==> src/rtl/ps2_pkg.sv <==
// Shared PS/2 constants, frame FSM encoding, key-event record and the keypad digit decode.
package ps2_pkg;

    localparam logic [7:0] PS2_PREFIX_EXT = 8'hE0;
    localparam logic [7:0] PS2_PREFIX_BRK = 8'hF0;

    localparam logic [7:0] SC_KEY_0 = 8'h45;
    localparam logic [7:0] SC_KEY_1 = 8'h16;
    localparam logic [7:0] SC_KEY_2 = 8'h1E;
    localparam logic [7:0] SC_KEY_3 = 8'h26;
    localparam logic [7:0] SC_KEY_4 = 8'h25;
    localparam logic [7:0] SC_KEY_5 = 8'h2E;
    localparam logic [7:0] SC_KEY_6 = 8'h36;
    localparam logic [7:0] SC_KEY_7 = 8'h3D;
    localparam logic [7:0] SC_KEY_8 = 8'h3E;
    localparam logic [7:0] SC_KEY_9 = 8'h46;
    localparam logic [7:0] SC_ENTER = 8'h5A;

    localparam logic [3:0] DIGIT_NONE  = 4'hF;
    localparam logic [3:0] DIGIT_ENTER = 4'hB;

    typedef enum logic [1:0] {StIdle, StData, StParity, StStop} ps2_state_e;

    typedef struct packed {
        logic [7:0] code;
        logic       brk;
        logic       ext;
    } ps2_event_t;

    // Enter decodes with or without the E0 prefix (main and keypad Enter).
    function automatic logic [3:0] ps2_digit(input logic [7:0] code, input logic ext);
        logic [3:0] d;
        d = DIGIT_NONE;
        if (code == SC_ENTER) begin
            d = DIGIT_ENTER;
        end else if (!ext) begin
            case (code)
                SC_KEY_0: d = 4'd0;
                SC_KEY_1: d = 4'd1;
                SC_KEY_2: d = 4'd2;
                SC_KEY_3: d = 4'd3;
                SC_KEY_4: d = 4'd4;
                SC_KEY_5: d = 4'd5;
                SC_KEY_6: d = 4'd6;
                SC_KEY_7: d = 4'd7;
                SC_KEY_8: d = 4'd8;
                SC_KEY_9: d = 4'd9;
                default:  d = DIGIT_NONE;
            endcase
        end
        return d;
    endfunction

endpackage

==> src/rtl/ps2_line_filter.sv <==
// Synchroniser plus tick-gated majority-free glitch filter: the output level only changes
// once FILTER_LEN consecutive tick samples agree.
module ps2_line_filter #(
    parameter int unsigned FILTER_LEN = 8
) (
    input  logic i_clk,
    input  logic i_rst,
    input  logic i_tick,
    input  logic i_line,
    output logic o_level
);

    logic                  r_sync1;
    logic                  r_sync2;
    logic [FILTER_LEN-1:0] r_hist;
    logic                  r_level;

    always_ff @(posedge i_clk) begin
        if (i_rst) begin
            r_sync1 <= 1'b1;
            r_sync2 <= 1'b1;
            r_hist  <= '1;
            r_level <= 1'b1;
        end else begin
            r_sync1 <= i_line;
            r_sync2 <= r_sync1;
            if (i_tick) begin
                r_hist <= {r_hist[FILTER_LEN-2:0], r_sync2};
            end
            // Mixed history holds the previous level (hysteresis).
            if (&r_hist) begin
                r_level <= 1'b1;
            end else if (~|r_hist) begin
                r_level <= 1'b0;
            end
        end
    end

    assign o_level = r_level;

endmodule

==> src/rtl/ps2_key_receiver.sv <==
// PS/2 keyboard receiver: filtered line sampling, 11-bit frame checking, E0/F0 prefix folding
// and a show-ahead key-event FIFO with a keypad digit decode of its head.
module ps2_key_receiver
    import ps2_pkg::*;
#(
    parameter int unsigned CLK_DIV       = 4,
    parameter int unsigned FILTER_LEN    = 8,
    parameter int unsigned FIFO_DEPTH    = 8,
    parameter int unsigned TIMEOUT_TICKS = 1024
) (
    input  logic                          i_clk,
    input  logic                          i_rst,
    input  logic                          i_ps2_clk,
    input  logic                          i_ps2_data,
    output logic                          o_evt_valid,
    input  logic                          i_evt_ready,
    output logic [7:0]                    o_evt_code,
    output logic                          o_evt_break,
    output logic                          o_evt_ext,
    output logic [3:0]                    o_evt_digit,
    output logic [$clog2(FIFO_DEPTH):0]   o_fifo_count,
    output logic                          o_frame_err,
    output logic                          o_overflow
);

    localparam int unsigned DIV_W = (CLK_DIV > 1) ? $clog2(CLK_DIV) : 1;
    localparam int unsigned PTR_W = $clog2(FIFO_DEPTH);
    localparam int unsigned CNT_W = PTR_W + 1;
    localparam int unsigned TO_W  = $clog2(TIMEOUT_TICKS + 1);

    logic [DIV_W-1:0] r_div;
    logic             r_tick;

    always_ff @(posedge i_clk) begin
        if (i_rst) begin
            r_div  <= '0;
            r_tick <= 1'b0;
        end else if (r_div == DIV_W'(CLK_DIV - 1)) begin
            r_div  <= '0;
            r_tick <= 1'b1;
        end else begin
            r_div  <= r_div + 1'b1;
            r_tick <= 1'b0;
        end
    end

    logic w_fclk;
    logic w_fdata;

    ps2_line_filter #(.FILTER_LEN(FILTER_LEN)) u_clk_filter (
        .i_clk   (i_clk),
        .i_rst   (i_rst),
        .i_tick  (r_tick),
        .i_line  (i_ps2_clk),
        .o_level (w_fclk)
    );

    ps2_line_filter #(.FILTER_LEN(FILTER_LEN)) u_data_filter (
        .i_clk   (i_clk),
        .i_rst   (i_rst),
        .i_tick  (r_tick),
        .i_line  (i_ps2_data),
        .o_level (w_fdata)
    );

    logic r_fclk_d;
    logic w_fall;

    always_ff @(posedge i_clk) begin
        if (i_rst) begin
            r_fclk_d <= 1'b1;
        end else begin
            r_fclk_d <= w_fclk;
        end
    end

    assign w_fall = r_fclk_d & ~w_fclk;

    ps2_state_e       r_state;
    logic [2:0]       r_bit_cnt;
    logic [7:0]       r_sreg;
    logic             r_parity;
    logic [TO_W-1:0]  r_to_cnt;
    logic             r_byte_valid;
    logic [7:0]       r_byte;
    logic             r_frame_err;

    always_ff @(posedge i_clk) begin
        if (i_rst) begin
            r_state      <= StIdle;
            r_bit_cnt    <= '0;
            r_sreg       <= '0;
            r_parity     <= 1'b0;
            r_to_cnt     <= '0;
            r_byte_valid <= 1'b0;
            r_byte       <= '0;
            r_frame_err  <= 1'b0;
        end else begin
            r_byte_valid <= 1'b0;
            r_frame_err  <= 1'b0;
            if (w_fall) begin
                r_to_cnt <= '0;
                case (r_state)
                    StIdle: begin
                        if (!w_fdata) begin
                            r_state   <= StData;
                            r_bit_cnt <= '0;
                        end
                    end
                    StData: begin
                        r_sreg    <= {w_fdata, r_sreg[7:1]};
                        r_bit_cnt <= r_bit_cnt + 3'd1;
                        if (r_bit_cnt == 3'd7) begin
                            r_state <= StParity;
                        end
                    end
                    StParity: begin
                        r_parity <= w_fdata;
                        r_state  <= StStop;
                    end
                    StStop: begin
                        if (w_fdata && (^{r_sreg, r_parity})) begin
                            r_byte_valid <= 1'b1;
                            r_byte       <= r_sreg;
                        end else begin
                            r_frame_err <= 1'b1;
                        end
                        r_state <= StIdle;
                    end
                    default: r_state <= StIdle;
                endcase
            end else if (r_state != StIdle) begin
                if (r_tick) begin
                    if (r_to_cnt == TO_W'(TIMEOUT_TICKS - 1)) begin
                        r_frame_err <= 1'b1;
                        r_state     <= StIdle;
                        r_to_cnt    <= '0;
                    end else begin
                        r_to_cnt <= r_to_cnt + 1'b1;
                    end
                end
            end else begin
                r_to_cnt <= '0;
            end
        end
    end

    logic       r_ext;
    logic       r_brk;
    logic       w_is_ext;
    logic       w_is_brk;
    logic       w_push;
    ps2_event_t w_new_evt;

    assign w_is_ext  = (r_byte == PS2_PREFIX_EXT);
    assign w_is_brk  = (r_byte == PS2_PREFIX_BRK);
    assign w_push    = r_byte_valid && !w_is_ext && !w_is_brk;
    assign w_new_evt = '{code: r_byte, brk: r_brk, ext: r_ext};

    always_ff @(posedge i_clk) begin
        if (i_rst || r_frame_err) begin
            r_ext <= 1'b0;
            r_brk <= 1'b0;
        end else if (r_byte_valid) begin
            if (w_is_ext) begin
                r_ext <= 1'b1;
            end else if (w_is_brk) begin
                r_brk <= 1'b1;
            end else begin
                r_ext <= 1'b0;
                r_brk <= 1'b0;
            end
        end
    end

    ps2_event_t       r_mem [FIFO_DEPTH];
    logic [PTR_W-1:0] r_wr_ptr;
    logic [PTR_W-1:0] r_rd_ptr;
    logic [CNT_W-1:0] r_count;
    logic             r_overflow;
    logic             w_full;
    logic             w_empty;
    logic             w_pop;
    logic             w_wr;
    ps2_event_t       w_head;

    assign w_full  = (r_count == CNT_W'(FIFO_DEPTH));
    assign w_empty = (r_count == '0);
    assign w_pop   = i_evt_ready && !w_empty;
    // When full, a same-cycle pop frees the slot the write lands in.
    assign w_wr    = w_push && (!w_full || w_pop);

    always_ff @(posedge i_clk) begin
        if (i_rst) begin
            r_wr_ptr   <= '0;
            r_rd_ptr   <= '0;
            r_count    <= '0;
            r_overflow <= 1'b0;
        end else begin
            if (w_wr) begin
                r_wr_ptr <= r_wr_ptr + 1'b1;
            end
            if (w_pop) begin
                r_rd_ptr <= r_rd_ptr + 1'b1;
            end
            case ({w_wr, w_pop})
                2'b10:   r_count <= r_count + 1'b1;
                2'b01:   r_count <= r_count - 1'b1;
                default: r_count <= r_count;
            endcase
            if (w_push && !w_wr) begin
                r_overflow <= 1'b1;
            end
        end
    end

    always_ff @(posedge i_clk) begin
        if (w_wr) begin
            r_mem[r_wr_ptr] <= w_new_evt;
        end
    end

    assign w_head       = r_mem[r_rd_ptr];
    assign o_evt_valid  = !w_empty;
    assign o_evt_code   = w_empty ? 8'h00 : w_head.code;
    assign o_evt_break  = w_empty ? 1'b0 : w_head.brk;
    assign o_evt_ext    = w_empty ? 1'b0 : w_head.ext;
    assign o_evt_digit  = w_empty ? DIGIT_NONE : ps2_digit(w_head.code, w_head.ext);
    assign o_fifo_count = r_count;
    assign o_frame_err  = r_frame_err;
    assign o_overflow   = r_overflow;

endmodule

==> config.mk <==
export PLATFORM = sky130hd
export DESIGN_NAME = ps2_key_receiver
export DESIGN_NICKNAME = d
export VERILOG_FILES = /design/src/rtl/ps2_pkg.sv /design/src/rtl/ps2_line_filter.sv /design/src/rtl/ps2_key_receiver.sv
export SDC_FILE = /design/constraint.sdc
export NUM_CORES = 1
export LEC_CHECK = 0
export ABC_AREA = 1
export CAP_MARGIN = 20
export CORE_ASPECT_RATIO = 1.75
export CORE_MARGIN = 2
export CORE_UTILIZATION = 30
export DETAILED_ROUTE_END_ITERATION = 6
export GPL_TIMING_DRIVEN = 1
export PLACE_DENSITY = 0.55
export SLEW_MARGIN = 20
export SYNTH_ARGS = -nofsm -noshare
export SYNTH_HDL_FRONTEND = slang
export SYNTH_HIERARCHICAL = 1
export SYNTH_SLANG_ARGS = --single-unit
==> constraint.sdc <==
create_clock -name i_clk -period 2.15 [get_ports i_clk]
set_clock_uncertainty 0.05 [all_clocks]
set_input_delay 0.43 -clock i_clk [delete_from_list [all_inputs] [get_ports i_clk]]
set_output_delay 0.43 -clock i_clk [all_outputs]
set_load 0.005 [all_outputs]
=== Word level (Yosys, flattened, before mapping) ===
Memory sizes are Yosys's and may differ from the RTL's. A register that Yosys moved wholly into a read port is not among the register bits.
Cells that the tools add are included.

* Output and inout bits: 21
* Input port bits: 5
* Flip-flop bits (word level): 74
* Memory bits (writable): 80
* Memories kept: 1

{| class="wikitable"
|+ Memory list
! memory !! words !! width !! read ports !! clocked after Yosys merged registers in !! write ports !! line !! RTL
|-
| r_mem || 8 || 10 || 1 || 1 || 1 || ps2_key_receiver.sv:176 || <nowiki>ps2_event_t r_mem [FIFO_DEPTH];</nowiki>
|}

* Reductions and logical operators: 38
* Add/subtract/negate cells: 7
* Equality and inequality tests: 26
* Bitwise gates (word level): 6
* Multiplexer cells: 33

{| class="wikitable"
|+ Operators with widths
! kind !! count
|-
| $eq 8x6->1 const B || 6
|-
| $pmux 4 s10 || 1
|-
| $eq 8x7->1 const B || 3
|-
| $eq 8x5->1 const B || 2
|-
| $eq 8x8->1 const B || 2
|-
| $reduce_and 8->1 || 2
|-
| $reduce_or 8->1 || 2
|-
| $mux 1 || 15
|-
| $mux 2 || 6
|-
| $mux 4 || 3
|-
| $reduce_bool 2->1 || 6
|-
| $add 11x1->11 const B || 1
|-
| $eq 11x10->1 const B || 1
|-
| $mux 11 || 1
|-
| $add 3x1->3 const B || 3
|-
| $mux 3 || 3
|-
| $reduce_xor 9->1 || 1
|-
| $eq 2x2->1 const B || 4
|-
| $mux 8 || 1
|-
| $pmux 2 s4 || 1
|-
| $pmux 4 s2 || 1
|-
| $reduce_and 2->1 || 4
|-
| $logic_and 1x1->1 || 6
|-
| $ne 3x3->1 const B || 2
|-
| other kinds (18) || 33
|}

=== Longest topological paths before layout ===
* Word-level depth: 7
* Depth in mapped cells: 16
* Depth with buffers taken out: 15

=== Modules after synthesis ===
Netlist, hierarchy kept.

{| class="wikitable"
|+ Modules (own cells, without submodules)
! module !! cells each !! times used !! area an instance (sq um)
|-
| ps2_key_receiver || 746 || 1 || 6329.8
|-
| ps2_line_filter || 55 || 2 || 410.4
|}

=== Least setup slack after synthesis ===
Ideal clock, no wire load.

* Path type: register -> register
* Start point: register r_count[0], in the netlist o_fifo_count[0]
* End point: register r_count[3], in the netlist o_fifo_count[3]
* Path buffers: 0
* Setup time: 0.113 ns
* Slack: 0.094 ns
* Stages on the path, launching flop included: 15
* Data arrival time: 1.893 ns
* Period minus slack after synthesis: 2.056 ns
* Cell sequence: dfxtp_1 nor2_1 nand2_1 nor2_1 nor2_2 nand2_1 inv_1 ha_1 nand2_1 nand2_1 a31oi_1 or2_0 nand3_1 nor2_1 nor2_1

* Word-level cells in the longest chain between the ends: 7
* Elaborated cells on any way between the ends: 13

{| class="wikitable"
|+ Ends and longest elaborated chain
! item !! line !! RTL
|-
| from (decl) || ps2_key_receiver.sv:179 || <nowiki>logic [CNT_W-1:0] r_count;</nowiki>
|-
| from (signal assigned) || ps2_key_receiver.sv:207 || <nowiki>2'b10: r_count <= r_count + 1'b1;</nowiki>
|-
| from (signal assigned) || ps2_key_receiver.sv:208 || <nowiki>2'b01: r_count <= r_count - 1'b1;</nowiki>
|-
| from (signal assigned) || ps2_key_receiver.sv:209 || <nowiki>default: r_count <= r_count;</nowiki>
|-
| $logic_not 4->1 || ps2_key_receiver.sv:188 || <nowiki>assign w_empty = (r_count == '0);</nowiki>
|-
| $logic_not 1->1 || ps2_key_receiver.sv:189 || <nowiki>assign w_pop = i_evt_ready && !w_empty;</nowiki>
|-
| $logic_and 1x1->1 || ps2_key_receiver.sv:189 ||
|-
| $logic_or 1x1->1 || ps2_key_receiver.sv:191 || <nowiki>assign w_wr = w_push && (!w_full || w_pop);</nowiki>
|-
| $logic_and 1x1->1 || ps2_key_receiver.sv:191 ||
|-
| $eq 2x1->1 / $eq 2x2->1 (equally long branches) || ps2_key_receiver.sv:206 || <nowiki>case ({w_wr, w_pop})</nowiki>
|-
| $pmux 4 s2 / $reduce_bool 2->1 (equally long branches) || - ||
|}

Parallel ways exist; a longest one is shown, timed or not.
A chain may end at the register's enable or synchronous reset.

==> impl_metrics.csv <==
group,metric,value,unit
status,status,"complete, but fails checks",
status,violations,"negative setup slack",
hold_path,min_from,"u_clk_filter/r_sync1",
clock_tree,h-tree-depth,4,
place,io_buffers,25,
pwr,p_clk_share,30.0,%
synth,yosys.area_share.simple,26.65,%
sta,hold_viol_final,0,
sta,setup_ws,-725.1,ps
global_route,grt_pass1_wl,27850,um
pwr,power_frac_seq,32.8,%
synth,ys_ff_latch,157,
clock_tree,cts_buffers,17,
synth,synth_cell_types,36,
pwr,p_int,0.006567,W
setup_path,r2r-end,"o_fifo_count[3]",
route,first_iter_violations,191,
floorplan,die_area,25140,um2
synth,syn_nets,874,
pwr,power.leakage,4.241,nW
flow_run,maxCapViolations,0,
floorplan,rows,74,
pwr,combinationalPowerShare,37.2,%
synth,syn_avg_cell_area,8.354,um2
clock_tree,cts.sinks,157,
global_route,overflow,0,
hold_path,hold-path-endpoint,"u_clk_filter/r_sync2",
synth,synth_area,7151,um2
route,totalWireLength,17310,um
synth,async_reset_ff_share,0,%
synth,ys.flop_type,"edfxtp_1",
route,drc,0,
cells_and_area,most-common-layout-cells,"191 x nand2_1, 113 x inv_1, 84 x buf_4, 80 x edfxtp_1, 73 x dfxtp_1",
route,drtPass1Iterations,4,
route,routedWlPerCell,13.29,um
place,placed_cell_area,8244,um2
place,dp.cells,1236,
setup_path,cp.arrival,2400,ps
clock_tree,cts_root_buf,"clkbuf_16",
clock_tree,cts.clk_slew.worst_paths,80,ps
sta,max_freq,347.8,MHz
pwr,p_switching,0.003362,W
synth,synth_compound_area_share,5.617,%
setup_path,start_kind,"register",
route,post_drt_via_cell_ratio,4.447,
cells_and_area,layout.cells.non_filler,1303,
cells_and_area,final_common_cell,"nand2_1",
hold_path,whs_path_depth,1,
synth,ys_warn_count,6,
cells_and_area,fillCellCount,2337,
synth,synth_top_family_by_area,"simple AND/OR/NAND/NOR gates",
sta,setup_viol,14,
sta,setup_tns,-5128,ps
setup_path,cp_slowest_cell,"dfxtp_4",
hold_path,hp-class,"reg2reg",
sta,rsz0062_at_grt,"true",
setup_path,cp-end-kind,"output pin",
cells_and_area,syn_to_final_growth,37.59,%
setup_path,rrSetupSlack,110,ps
route,antenna_left,0,
cells_and_area,drive_above_1_share,31.03,%
cells_and_area,stdcell_area,9838,um2
cells_and_area,n_antenna_cell,0,
global_route,antenna_found_initial,0,
clock_tree,clk_path_buf_depth,2,
route,route.vias.total,5795,
floorplan,start_util,30.53,%
synth,synth_enable_flop_cells,80,
cells_and_area,final_nets,1004,
pwr,cellPowerDensity,1009,nW/um2
pwr,p_sw_share,33.86,%
floorplan,die_w,120.7,um
place,place_congestion,0.7816,
setup_path,reg2reg_depth,17,
sta,max_slew.worst_pin.slew,545.8,ps
floorplan,pin_count,26,
setup_path,slowest_delay,370,ps
place,dp_hpwl,11530,um
setup_path,reg2reg_from,"o_fifo_count[2]",
sta,slew_headroom,63.23,%
setup_path,path_max_fanout,6,
sta,drv_slew,0,
floorplan,core_area,23430,um2
synth,synth_cells,856,
setup_path,cp_num_buf_inv,5,
synth,seq_area_frac_synth,55.15,%
clock_tree,cts_tree,"done",
setup_path,crit_family,"simple AND/OR/NAND/NOR gates",
global_route,grt_max_degree,26,
pwr,peakVddDrop,0.0004479,V
global_route,first_global_vias,5823,
floorplan,fp.dieH,208.2,um
sta,min_period,2875,ps
clock_tree,insertion_delay,430,ps
synth,synth_xor_area_share,1.592,%
synth,synth_fa_ha_area_share,2.380,%
setup_path,cp.required,1670,ps
sta,fin_crit_sh,133.7,%
setup_path,crit_chain,"buf_6, clkinv_8, buf_4, nand2_1, nand3_2, nand2_1, nand2_1, nand2_2, nand2_4, nor2_4, nand2_2, nand2_2, nor2_2, nand3_2, buf_6, nand3_1, buf_2",
synth,synth.area.mux_share,0,%
setup_path,critPathKind,"reg2out",
global_route,grtUsageTotal,14.12,%
## metrics by stage
| step | setup slack (ps) | hold WS [ps] | utilization [%] | total power [W] |
|---|---|---|---|---|
| 2_1_floorplan | 93.59 | 339.5 | - | 0.004653 |
| 3_3_place_gp | -509.9 | 346.4 | 35.19 | 0.005729 |
| 3_5_place_dp | -534.4 | 350.3 | 35.19 | 0.005745 |
| 4_1_cts | -696.8 | 369.6 | 40.10 | 0.009598 |
| 5_1_grt | -829.9 | 373.3 | 42.00 | 0.01043 |
| 6_report | -725.1 | 364.9 | 42.00 | 0.009929 |
## area by class of cell
class	count	area, um2	area share, %
sequential	157	3951	40.16
clock buffer	17	425.4	4.324
multi-input combinational	553	3187	32.39
tap	304	380.4	3.866
timing repair buffer	133	1251	12.72
inverter	124	478.0	4.858
clock inverter	15	165.2	1.679
## state kept, by name, indices dropped and copies added, names as in the netlist, 2 cells and up, named ones only
register and cells:
r_byte 8, r_bit_cnt 3, r_div 2, o_fifo_count 4
u_data_filter/r_hist 8, u_clk_filter/r_hist 8, r_rd_ptr 3, r_sreg 8
r_to_cnt 11, r_mem 80, r_state 2, r_wr_ptr 3
## worst max-delay path by stage
stage,end,depth (start not counted),from
floorplan,o_fifo_count[3],14,o_fifo_count[0]
global placement,o_evt_digit[3],13,register
detailed placement,o_evt_digit[3],13,register
CTS,o_evt_digit[3],18,register
global route,o_evt_digit[0],16,register
finish,o_evt_digit[3],17,register
## worst register-to-register path, delay by kind of cell, from the launching register on
kind,cells,cell delay (ps)
AOI/OAI and AO/OA,1,40
adders and majority gates,1,270
buffers and inverters,3,320
DFF,1,320
and+or+nand+nor,12,950
## cell usage after synthesis (2+ instances only)
master	number	area, um2
nor3b_1	3	22.52
buf_6	6	67.56
o21ai_0	26	130.1
inv_1	119	446.7
xor2_1	5	43.79
edfxtp_1	80	2402
buf_4	3	22.52
o22ai_1	5	31.28
nand4_1	9	56.30
clkbuf_1	6	22.52
nand2_1	249	934.7
nor2_1	89	334.1
buf_2	7	35.03
a31oi_1	2	12.51
nand2_2	5	31.28
ha_1	12	150.1
nand3_1	66	330.3
inv_2	4	15.01
or2_2	4	25.02
a21oi_1	39	195.2
nand3_2	3	30.03
o21ai_1	5	25.02
nor2_2	4	25.02
nor3_1	10	50.05
dfxtp_1	77	1541
xnor2_1	8	70.07
## metal layers
metal	routed length, um	track usage, %
met5	0	0
met4	517	6.937
met3	240	2.001
met2	10440	28.85
met1	6117	13.00
## logic make-up after synthesis
family,Yosys count
xor+xnor,13
flops,157
simple gates,449
fa+ha+maj,13
compound gates,78
buf+inv,146
## repair_timing
action,CTS,global route
setup endpoints to repair,17,99
cloned,7,1
buffers inserted,17,14
pin swaps,37,54
resized for setup,132,114
hold buffers,0,0
## power groups by stage
stage / Combinational, W / Clock, W / Sequential (W)
floorplan: 0.00134 / 0 / 0.00331
global placement: 0.00242 / 0 / 0.00331
detailed placement: 0.00243 / 0 / 0.00332
CTS: 0.00331 / 0.00304 / 0.00325
global route: 0.00399 / 0.00318 / 0.00326
finish: 0.00370 / 0.00298 / 0.00326
(Power assumes the default switching activity.)
